$ cat src/rtl/reg_file.sv
// reg_file: two-read, one-write register file with register 0 hardwired to zero.
//
// Parameters:
//   WIDTH  data width of each register
//   ADDR   address width; 2**ADDR registers
//
// Ports:
//   clk    rising-edge clock for writes
//   reset  asynchronous, active-high; clears every register
//   rd1    read data, port 1 (register rn1), combinational
//   rd2    read data, port 2 (register rn2), combinational
//   rn1    read address, port 1
//   rn2    read address, port 2
//   wn     write address (writes to 0 are discarded)
//   wd     write data, stored at full width
//   w      write enable, active-high
//
// Optional feature: define REG_FILE_BYPASS_EN to forward wd to a read port in the
// same cycle when that port addresses the register being written.
module reg_file #(
   parameter int unsigned WIDTH = 32,
   parameter int unsigned ADDR  = 5
) (
   input  logic             clk,
   input  logic             reset,
   output logic [WIDTH-1:0] rd1,
   output logic [WIDTH-1:0] rd2,
   input  logic [ADDR-1:0]  rn1,
   input  logic [ADDR-1:0]  rn2,
   input  logic [ADDR-1:0]  wn,
   input  logic [WIDTH-1:0] wd,
   input  logic             w
);

   localparam int unsigned DEPTH = 2 ** ADDR;

   logic [WIDTH-1:0] regs [DEPTH];

   // Per-register enable: an unknown w evaluates false in the if, so no entry
   // other than the addressed one can ever be disturbed. Entry 0 is never written.
   always_ff @(posedge clk or posedge reset) begin
      if (reset) begin
         for (int unsigned i = 0; i < DEPTH; i++) begin
            regs[i] <= '0;
         end
      end else begin
         for (int unsigned i = 1; i < DEPTH; i++) begin
            if (w && (wn == ADDR'(i))) begin
               regs[i] <= wd;
            end
         end
      end
   end

`ifdef REG_FILE_BYPASS_EN
   logic fwd_ok;
   assign fwd_ok = !reset && w && (wn != '0);
`endif

   always_comb begin
      rd1 = '0;
      if (rn1 != '0) begin
         rd1 = regs[rn1];
      end
`ifdef REG_FILE_BYPASS_EN
      if (fwd_ok && (wn == rn1)) begin
         rd1 = wd;
      end
`endif
   end

   always_comb begin
      rd2 = '0;
      if (rn2 != '0) begin
         rd2 = regs[rn2];
      end
`ifdef REG_FILE_BYPASS_EN
      if (fwd_ok && (wn == rn2)) begin
         rd2 = wd;
      end
`endif
   end

endmodule

$ cat config.mk
export PLATFORM = sky130hd
export DESIGN_NAME = reg_file
export DESIGN_NICKNAME = d
export VERILOG_FILES = /design/src/rtl/reg_file.sv
export SDC_FILE = /design/constraint.sdc
export NUM_CORES = 2
export LEC_CHECK = 0
export BUFFER_PORTS_ARGS = -buffer_cell sky130_fd_sc_hd__buf_2
export CAP_MARGIN = 5
export CORE_ASPECT_RATIO = 1.25
export CORE_UTILIZATION = 57
export DETAILED_ROUTE_END_ITERATION = 10
export PLACE_DENSITY_LB_ADDON = 0.08
export SYNTH_ARGS = -nofsm -noshare
export SYNTH_HDL_FRONTEND = slang
export SYNTH_SLANG_ARGS = --single-unit
$ cat constraint.sdc
create_clock -name clk -period 37.1 [get_ports clk]
set_input_delay 7.42 -clock clk [delete_from_list [all_inputs] [get_ports clk]]
set_output_delay 7.42 -clock clk [all_outputs]
set_load 0.1 [all_outputs]
==> results.yml <==
die:
  io-pin-count: 114
  fp-row-count: 125
  die_extent_in_x_um: 276
  core_area_um2: 92900
  initial_utilization: 0.576
  floorplan.die.height_um: 345
  die-area_um2: 95100
setup_path:
  endpoint_kind: "output port"
  worst_setup_path_start_kind: "primary input"
  r2r_end: "regs[521]"
  timing.critical_path.required_ns: 29.68
  reg2reg_slack_ns: 36.27
  reg2reg_launch_point: "regs[521]"
  timing.critical_path.fanout_max: 118
  worstSetupPathType: "primary input to output port"
  crit_path_arrival_time_ns: 12.59
  worstRegToRegCells: 1
clock_network:
  cts.htree.levels: 3
  cts_tree: "built"
  clock_sink_count: 992
  clock_insertion_delay_worst_skew_ns: 0.68
  numCtsBuffers: 104
  cts-root-to-sink-buffers: 3
  number_of_hold_buffers_added_after_cts: 0
  post_cts_resized: 0
  cts.repair_timing.setup_buffer_count: 0
  clkTransAtPathRegs_ns: 0.06
  ctsRootBufferMaster: "clkbuf_16"
layout:
  nFillCells: 6900
  drive_above_1_share: 0.491
  synthToLayoutAreaGrowth_pct: 8.82
  number_of_flip_flops_under_the_largest_register_name: 992
  reg_top3: "regs x992"
  postLayoutCoreUtil: 0.627
  finalNetCount: 3729
  final-instance-count-excl-fill: 4980
  postLayoutCellArea_um2: 58200
  regMostFlops: "regs"
placement:
  post_placement_worst_setup_slack_ns: 17.16
  placed_cells_incl_taps: 4779
  portBuffers: 113
  gpl.final_weighted_congestion: 0.828
  post-dp-hpwl_mm: 93.8
  placed_cell_area_um2: 54600
global_routing:
  first_global_vias: 37000
  grt_usage: 0.359
  aggregate_global_routing_overflow: 0
  antenna_found_initial: 14
  maximum_number_of_pins_on_one_net_before_global_route_repair: 171
  grt_pass1_wl_mm: 251
timing:
  worst_pin_slew_ns: 1.30
  highest_clock_rate_mhz: 50.0
  grt_setup_unrepaired: "false"
  report.final.hold_viol_count: 0
  timing.final.setup_violations: 0
  max_slew_margin_vs_limit: 0.131
  fin_worst_skew_ns: 0
  fin_ws_ns: 17.09
  final_period_minus_worst_setup_slack_ns: 20.01
  slew_violations: 0
  timing.setup.tns_ns: 0
  finalCritPeriodShare: 0.539
synthesis:
  yosys.cell_types.count: 41
  post-synth-top-area-fraction: 0.464
  ys_top_cells_by_area: "dfrtp_1 46%, mux2_2 22%, mux4_2 17%"
  synth.yosys.warnings: 32
  syn_inst: 3786
  synth.ff_latch_count: 992
  synth_fp_nets: 3836
  syn_avg_cell_area_um2: 14.1
  synth-seq-area-share: 0.464
  synth_area_um2: 53500
  post-synth-top-area-cell: "dfrtp_1"
power_and_ir_drop:
  leakage_nw: 25.5
  power_per_cell_area_nw_per_um2: 56.9
  worst_ir_drop_vdd_mv: 0.0464
status:
  outcome: "finished, final reports clean"
flow_run:
  cap_violations: 0
route:
  ant_nets: 0
  routed_via_density: 7.14
  dr_total_vias: 35600
  detailedRoute.firstIterationViolations: 3579
  totalWireLength_mm: 168
  remaining_drc_errors: 0
  firstDrtPassIters: 5
  wl_per_cell_um: 33.8
worst_hold_path:
  min_path_cells: 1
  min_to: "regs[634]"
  holdCritPathClass: "flip-flop to flip-flop"
  min_from: "regs[634]"
[routing by layer]
metal | global-route usage | part of all wire | routed length, um
met1 | 0.483 | 0.40 | 66800
met4 | 0.179 | 0.049 | 8310
met2 | 0.571 | 0.47 | 79800
met3 | 0.0630 | 0.080 | 13400
met5 | 0 | 0.00043 | 73
[worst max-delay path, cell delays in order]
cell and delay [ns]:
buf_8 0.50, buf_4 0.84, buf_12 0.75, buf_4 0.85, and2_1 0.72, a21oi_1 0.17, nor2_1 0.12, a311oi_1 0.07
a211o_1 0.43, buf_2 0.33
[through the flow]
stage	hold WS [ns]	total power [mW]
6_report	0.519	3.31
5_1_grt	0.532	3.44
4_1_cts	0.517	3.32
3_5_place_dp	0.504	2.21
3_3_place_gp	0.499	2.17
2_1_floorplan	0.477	2.03
[report_power, final]
part | internal (mW) | switching, mW
clock network | 0.658 | 0.451
logic | 0.385 | 0.360
registers | 1.29 | 0.164
total | 2.34 | 0.975
[layout by cell type (no fill, tap or decap), drive strengths merged, types with 2 or more instances in the layout]
cell type / synthesis / layout
a211o: 9 / 9
a21oi: 119 / 119
a221oi: 62 / 62
a22oi: 13 / 13
a311oi: 16 / 16
a31oi: 8 / 8
and2: 3 / 3
buf: 235 / 189
bufinv: 0 / 11
clkbuf: 168 / 160
clkinv: 1 / 17
clkinvlp: 0 / 3
dfrtp: 992 / 992
diode: 0 / 7
inv: 10 / 15
mux2: 1057 / 1057
mux2i: 164 / 164
mux4: 401 / 401
nand2: 180 / 180
nand2b: 8 / 8
nand3: 36 / 36
nand4b: 3 / 3
nor2: 72 / 72
nor2b: 66 / 66
nor3: 48 / 48
nor3b: 2 / 2
o211ai: 33 / 33
o21ai: 32 / 32
o221ai: 9 / 9
o22ai: 15 / 15
o32a: 9 / 9
or3: 9 / 9
[cells by family (layout without fill, tap and decap cells)]
kind of cell    count (synthesis)  count (layout)  share of synthesized area
mux                          1622            1622                      0.422
flops                         992             992                      0.464
simple gates                  431             431                     0.0369
buf+inv                       414             395                     0.0360
compound gates                327             327                     0.0411
other cells                     0               7                          0
[cell usage after synthesis]
library cell,n
nor2_1,72
a311oi_1,16
o221ai_1,9
a22oi_1,13
buf_12,2
a31oi_1,8
buf_1,69
inv_1,10
nor3_1,48
mux2i_1,164
nand4b_1,3
or2_2,1
mux2_2,1046
clkinv_1,1
and2_1,3
nor3b_1,2
buf_2,126
o211ai_1,33
a21oi_1,119
mux4_1,1
buf_6,10
clkbuf_1,168
a211o_1,9
nand4_1,1
o31ai_2,1
nand2b_1,8
nand2_1,180
a221oi_1,62
mux4_2,400
nand3b_1,1
buf_4,28
o21ai_0,32
nand3_1,36
nor2b_1,66
and3_1,1
or3_1,9
a32oi_1,1
o22ai_1,15
o32a_1,9
dfrtp_1,992
mux2_1,11
[cell type report]
class                   instances  area (um^2)  area share
diodes                          7         17.5    0.000301
multi-input cells            2380        26900       0.463
inverters                      11         51.3    0.000881
flip-flops and latches        992        24800       0.426
clock inverters                35          473     0.00812
well taps                    1206         1510      0.0259
repair buffers                190         1250      0.0214
clock buffers                 159         3140      0.0539
[how the worst max path moves through the flow]
stage	end	start	cells after the start	slack, ns
CTS	rd1[0]	rn1[0]	10	17.15
global placement	rd1[0]	rn1[0]	10	17.15
detailed placement	rd1[0]	rn1[0]	10	17.16
finish	rd1[0]	rn1[0]	10	17.09
global route	rd1[0]	rn1[0]	10	16.85
floorplan	regs[0]	reset	1	1.77
No activity file was read; power rests on OpenSTA's default activity.
